==> src/rtl/ps2_pkg.sv <==
// Shared PS/2 definitions: transmitter state encoding, frame length,
// common mouse commands and default timing at a 65 MHz pixel clock.
package ps2_pkg;

  typedef enum logic [2:0] {
    ST_IDLE,
    ST_INHIBIT,
    ST_REQ,
    ST_SEND,
    ST_ACK,
    ST_WAIT_IDLE,
    ST_FIN
  } ps2_tx_state_e;

  // start + 8 data + parity + stop; the 11th falling edge is the ACK edge
  localparam int PS2_FRAME_LEN = 11;

  localparam logic [7:0] PS2_CMD_RESET  = 8'hFF;
  localparam logic [7:0] PS2_CMD_ENABLE = 8'hF4;

  localparam int PS2_INHIBIT_CYCLES = 6500;    // 100 us
  localparam int PS2_TIMEOUT_CYCLES = 975000;  // 15 ms

  // {stop, odd parity, data}; bit 0 goes out first
  function automatic logic [9:0] ps2_frame(input logic [7:0] d);
    return {1'b1, ~^d, d};
  endfunction

endpackage

==> src/rtl/ps2_line_sync.sv <==
// Two-flop synchronizer for one PS/2 pin, with a falling-edge pulse.
module ps2_line_sync (
  input  logic pclk,
  input  logic reset,
  input  logic pin,
  output logic level,
  output logic fall
);

  logic s0, s1, lvl_q;

  // Flops reset high (bus idle level) so leaving reset never fakes an edge.
  always_ff @(posedge pclk or negedge reset) begin
    if (!reset) begin
      s0    <= 1'b1;
      s1    <= 1'b1;
      lvl_q <= 1'b1;
    end else begin
      s0    <= pin;
      s1    <= s0;
      lvl_q <= s1;
    end
  end

  assign level = s1;
  assign fall  = lvl_q & ~s1;

endmodule

==> src/rtl/ps2_host_tx.sv <==
// Host-to-device PS/2 command transmitter. Inhibits the clock, issues the
// request-to-send, shifts out data/parity/stop on device clock falls and
// reports the device ACK. Owns the open-drain lines while busy is high.
module ps2_host_tx
  import ps2_pkg::*;
#(
  parameter int INHIBIT_CYCLES = PS2_INHIBIT_CYCLES,
  parameter int TIMEOUT_CYCLES = PS2_TIMEOUT_CYCLES
) (
  input  logic       pclk,
  input  logic       reset,
  input  logic [7:0] tx_data,
  input  logic       tx_start,
  input  logic       ps2_clk_in,
  input  logic       ps2_data_in,
  output logic       ps2_clk_oe,
  output logic       ps2_data_oe,
  output logic       busy,
  output logic       done,
  output logic       ack_ok,
  output logic       err
);

  localparam int INH_W = $clog2(INHIBIT_CYCLES + 1);
  localparam int TO_W  = $clog2(TIMEOUT_CYCLES + 1);
  localparam logic [INH_W-1:0] INH_LAST = INH_W'(INHIBIT_CYCLES - 1);
  localparam logic [TO_W-1:0]  TO_LAST  = TO_W'(TIMEOUT_CYCLES - 1);
  localparam logic [3:0]       LAST_BIT = 4'(PS2_FRAME_LEN - 1);

  logic clk_sync, clk_fall, data_sync, data_fall_unused;

  ps2_line_sync u_clk_sync (
    .pclk (pclk),
    .reset(reset),
    .pin  (ps2_clk_in),
    .level(clk_sync),
    .fall (clk_fall)
  );

  ps2_line_sync u_data_sync (
    .pclk (pclk),
    .reset(reset),
    .pin  (ps2_data_in),
    .level(data_sync),
    .fall (data_fall_unused)
  );

  ps2_tx_state_e    state, nxt_state;
  logic [INH_W-1:0] inh_cnt, nxt_inh;
  logic [TO_W-1:0]  to_cnt, nxt_to;
  logic [9:0]       shreg, nxt_shreg;
  logic [3:0]       bit_cnt, nxt_bit;
  logic             ack_ok_r, nxt_ack_r;
  logic             nxt_clk_oe, nxt_data_oe, nxt_busy, nxt_done, nxt_ack_ok, nxt_err;

  // State, counters and registered outputs; async reset drops both lines at once.
  always_ff @(posedge pclk or negedge reset) begin
    if (!reset) begin
      state       <= ST_IDLE;
      inh_cnt     <= '0;
      to_cnt      <= '0;
      shreg       <= '0;
      bit_cnt     <= '0;
      ack_ok_r    <= 1'b0;
      ps2_clk_oe  <= 1'b0;
      ps2_data_oe <= 1'b0;
      busy        <= 1'b0;
      done        <= 1'b0;
      ack_ok      <= 1'b0;
      err         <= 1'b0;
    end else begin
      state       <= nxt_state;
      inh_cnt     <= nxt_inh;
      to_cnt      <= nxt_to;
      shreg       <= nxt_shreg;
      bit_cnt     <= nxt_bit;
      ack_ok_r    <= nxt_ack_r;
      ps2_clk_oe  <= nxt_clk_oe;
      ps2_data_oe <= nxt_data_oe;
      busy        <= nxt_busy;
      done        <= nxt_done;
      ack_ok      <= nxt_ack_ok;
      err         <= nxt_err;
    end
  end

  // Next-state and next-output logic; timeout overrides everything else.
  always_comb begin
    nxt_state   = state;
    nxt_inh     = inh_cnt;
    nxt_to      = to_cnt;
    nxt_shreg   = shreg;
    nxt_bit     = bit_cnt;
    nxt_ack_r   = ack_ok_r;
    nxt_clk_oe  = ps2_clk_oe;
    nxt_data_oe = ps2_data_oe;
    nxt_busy    = busy;
    nxt_done    = 1'b0;
    nxt_ack_ok  = 1'b0;
    nxt_err     = 1'b0;

    case (state)
      ST_IDLE: begin
        nxt_clk_oe  = 1'b0;
        nxt_data_oe = 1'b0;
        nxt_busy    = 1'b0;
        // busy is still high on the cycle a timeout reports done
        if (tx_start && !busy) begin
          nxt_state  = ST_INHIBIT;
          nxt_busy   = 1'b1;
          nxt_clk_oe = 1'b1;
          nxt_shreg  = ps2_frame(tx_data);
          nxt_bit    = '0;
          nxt_inh    = '0;
          nxt_ack_r  = 1'b0;
        end
      end
      ST_INHIBIT: begin
        nxt_inh = inh_cnt + 1'b1;
        if (inh_cnt == INH_LAST) begin
          nxt_state   = ST_REQ;
          nxt_clk_oe  = 1'b0;
          nxt_data_oe = 1'b1;  // start bit
          nxt_to      = '0;
        end
      end
      ST_REQ: begin
        nxt_to = to_cnt + 1'b1;
        if (clk_fall) begin
          nxt_state   = ST_SEND;
          nxt_data_oe = ~shreg[0];
          nxt_bit     = 4'd1;
        end
      end
      ST_SEND: begin
        nxt_to = to_cnt + 1'b1;
        if (clk_fall) begin
          if (bit_cnt == LAST_BIT) begin
            nxt_ack_r = ~data_sync;
            nxt_state = ST_ACK;
          end else begin
            nxt_shreg   = {1'b0, shreg[9:1]};
            nxt_data_oe = ~shreg[1];
            nxt_bit     = bit_cnt + 1'b1;
          end
        end
      end
      ST_ACK: begin
        nxt_to    = to_cnt + 1'b1;
        nxt_state = ST_WAIT_IDLE;
      end
      ST_WAIT_IDLE: begin
        nxt_to = to_cnt + 1'b1;
        if (clk_sync && data_sync) begin
          nxt_state  = ST_FIN;
          nxt_done   = 1'b1;
          nxt_ack_ok = ack_ok_r;
        end
      end
      ST_FIN: begin
        nxt_state = ST_IDLE;
        nxt_busy  = 1'b0;
      end
      default: nxt_state = ST_IDLE;
    endcase

    if ((state inside {ST_REQ, ST_SEND, ST_ACK, ST_WAIT_IDLE}) && to_cnt == TO_LAST) begin
      nxt_state   = ST_IDLE;
      nxt_clk_oe  = 1'b0;
      nxt_data_oe = 1'b0;
      nxt_busy    = 1'b1;
      nxt_done    = 1'b1;
      nxt_err     = 1'b1;
      nxt_ack_ok  = 1'b0;
    end
  end

endmodule
==> config.mk <==
export PLATFORM = sky130hd
export DESIGN_NAME = ps2_host_tx
export DESIGN_NICKNAME = d
export VERILOG_FILES = /design/src/rtl/ps2_pkg.sv /design/src/rtl/ps2_line_sync.sv /design/src/rtl/ps2_host_tx.sv
export SDC_FILE = /design/constraint.sdc
export NUM_CORES = 1
export LEC_CHECK = 0
export CAP_MARGIN = 20
export CORE_MARGIN = 2
export CORE_UTILIZATION = 40
export DETAILED_ROUTE_END_ITERATION = 7
export PLACE_DENSITY = 0.6
export RECOVER_POWER = 50
export SLEW_MARGIN = 20
export SYNTH_ARGS = -nofsm -noshare
export SYNTH_HDL_FRONTEND = slang
export SYNTH_HIERARCHICAL = 1
export SYNTH_SLANG_ARGS = --single-unit
export TNS_END_PERCENT = 10
==> constraint.sdc <==
create_clock -name pclk -period 2.26 [get_ports pclk]
set_clock_uncertainty 0.05 [all_clocks]
set_input_delay 0.339 -clock pclk [delete_from_list [all_inputs] [get_ports pclk]]
set_output_delay 0.339 -clock pclk [all_outputs]
set_load 0.005 [all_outputs]
==> metrics.md <==
| Metric | Value |
|---|---|
| Status | `complete, no violations` |
| Worst R2R End | `to_cnt[10]` |
| Setup CP Type | `flip-flop to flip-flop` |
| Starting Density | `41.29%` |
| ANT cells | `0` |
| Layout cells sized above 1 | `19.39%` |
| Vias in the first global route | `2803` |
| Vias | `2963` |
| Hold EP | `u_clk_sync/level` |
| IO Pins | `19` |
| Placed cell area | `3979 µm²` |
| Mapped Cells | `368` |
| Max Cap Viol | `0` |
| Core Region | `8258 µm²` |
| Warnings from Yosys | `6` |
| Max Freq | `456.2 MHz` |
| PwrDens | `1084 nW/µm²` |
| CTS root buf | `clkbuf_8` |
| Num CTS Buffers | `9` |
| RD Place Congestion | `0.8497` |
| First drt pass iteration count | `5` |
| Setup Viol. Count Final | `0` |
| Worst EP arrival | `2410 ps` |
| Design area | `4259 µm²` |
| Global-route wire length before repair | `13510 µm` |
| Port bufs | `18` |
| Req. time, crit path | `2470 ps` |
| Launching point of the worst reg2reg path | `state[2]` |
| Cell area after synthesis | `3410 µm²` |
| Congestion Overflow GR | `0` |
| Crit-path max FO | `7` |
| CP Capture Type | `flip-flop` |
| Syn_area_per_cell | `9.265 µm²` |
| Drc violations | `0` |
| Slew margin rel. | `3.770%` |
| Synth Net Count | `388` |
| Drt total wl | `8057 µm` |
| Antenna viol nets, final | `0` |
| Reg2Reg Setup Slack | `70 ps` |
| Layout area overhead | `24.92%` |
| Largest net degree at the start of global routing | `24` |
| Initial antenna violation count | `0` |
| Post-DR vias/cell | `5.559` |
| Die Y | `96.33 µm` |
| WL per Instance | `15.12 µm` |
| Min-delay src | `u_clk_sync/s0` |
| Fin crit period | `2192 ps` |
| Fin nets | `443` |
| Max Slew Vio Count | `0` |
| R2R depth | `6` |
| Hold Fails Final Rpt | `0` |
| CTS tree | `built` |
| Maximum vdd drop | `515.4 µV` |
| GR Util All Layers | `19.02%` |
| Site Rows | `33` |
| Hold crit path type | `flip-flop to flip-flop` |
| Post-DP HPWL | `5710 µm` |
| # H-tree levels | `3` |
| Hold Crit Depth | `0` |
| 1st-iter DRT viols | `135` |
| Die area | `9279 µm²` |
| Clock sinks | `62` |
| RSZ-0062 raised after global routing | `yes` |
| Post-Layout Cell Count | `533` |
| Tightest Pin Transition | `1443 ps` |
| CP Launch Type | `flip-flop` |
| LEAKAGE | `1.826 nW` |
| Worst skew pair latency | `340 ps` |
| Fin Hold WS | `312.5 ps` |
| Clock Path Buffers | `2` |
| Placed insts | `513` |
| Period Utilization, post-route | `97.00%` |
| Die width | `96.33 µm` |
| Clock slew at reported path FFs | `70 ps` |
[metrics by stage]
stage	setup TNS, ps	util (%)	total power, mW	setup slack (ps)
after detailed placement	-21.68	48.18	3.451	-21.68
after global routing	-24.84	51.58	4.953	-11.95
final	0	51.58	4.618	67.79
after floorplan	-192.0	-	2.719	-73.63
after global placement	0	48.18	3.408	43.15
after CTS	0	51.32	4.635	1.501
[cells in the final DEF (no fill, tap or decap), types with 4 or more instances in the layout]
cell type         n
mux2_2            5
nand2_1          44
and3_1           11
ha_1              6
dfrtp_1          56
nor2_1           28
xor2_1            5
o211ai_1          5
nand3_1          13
clkdlybuf4s50_1  15
inv_1             7
dfstp_2           4
o31ai_1           8
o21ai_0          36
a31oi_1          11
nor2b_1           6
or4_1             6
nand4_1           9
clkbuf_8         12
nor4_1            5
nor3_1            4
buf_4            40
xnor2_1           8
a21oi_1          11
[registers in the layout, indices dropped and copies added (netlist names)]
name / cells
u_clk_sync/level: 1
err: 1
to_cnt: 20
ps2_data_oe: 1
bit_cnt: 4
state: 3
ack_ok: 1
done: 1
u_data_sync/s0: 1
u_clk_sync/s0: 1
ack_ok_r: 1
inh_cnt: 13
u_clk_sync/lvl_q: 1
ps2_clk_oe: 1
busy: 1
u_data_sync/level: 1
shreg: 10
[worst max-delay path by stage]
stage	slack (ps)	startpoint	end
2_1_floorplan	-70	inh_cnt[1]	to_cnt[10]
3_3_place_gp	40	inh_cnt[1]	to_cnt[10]
3_5_place_dp	-20	inh_cnt[1]	to_cnt[10]
4_1_cts	2	inh_cnt[0]	to_cnt[10]
5_1_grt	-10	state[1]	to_cnt[16]
6_report	70	state[2]	to_cnt[10]
[layout make-up]
cell class / count / area (µm²)
Clock inverter: 3 / 65.06
Clock buffer: 13 / 168.9
Inverter: 7 / 26.28
Fill cell: 760 / 3999
Multi-Input combinational cell: 281 / 1794
Tap cell: 105 / 131.4
Timing Repair Buffer: 62 / 514.2
Sequential cell: 62 / 1559
[worst max-delay path, stage by stage (launching register included)]
cell     delay (ps)
dfrtp_2         460
or3b_2          500
nor4_4          260
buf_4           170
nor2_4           50
or4_1           490
a21oi_2         140
[layer usage]
metal | GRT usage, % | share of wire [%] | up-vias
met5 | 0 | 0 | -
met4 | 7.042 | 1.3 | 0
met3 | 4.072 | 3.2 | 10
met2 | 28.30 | 45 | 48
met1 | 27.18 | 50 | 1429
li1 | - | - | 1476
[report_power, final]
part,internal [mW],switching [mW]
combinational,0.869,1.07
sequential,1.35,0.179
clock,0.710,0.433
[what timing repair did]
action	CTS	global route
buffers inserted	2	1
gates resized for setup	0	6
pin swaps	0	1
hold buffers	1	0
hold endpoints to repair	20	0
cloned	0	0
endpoints found under the setup margin	1	18
No activity file was read; power rests on OpenSTA's default activity.
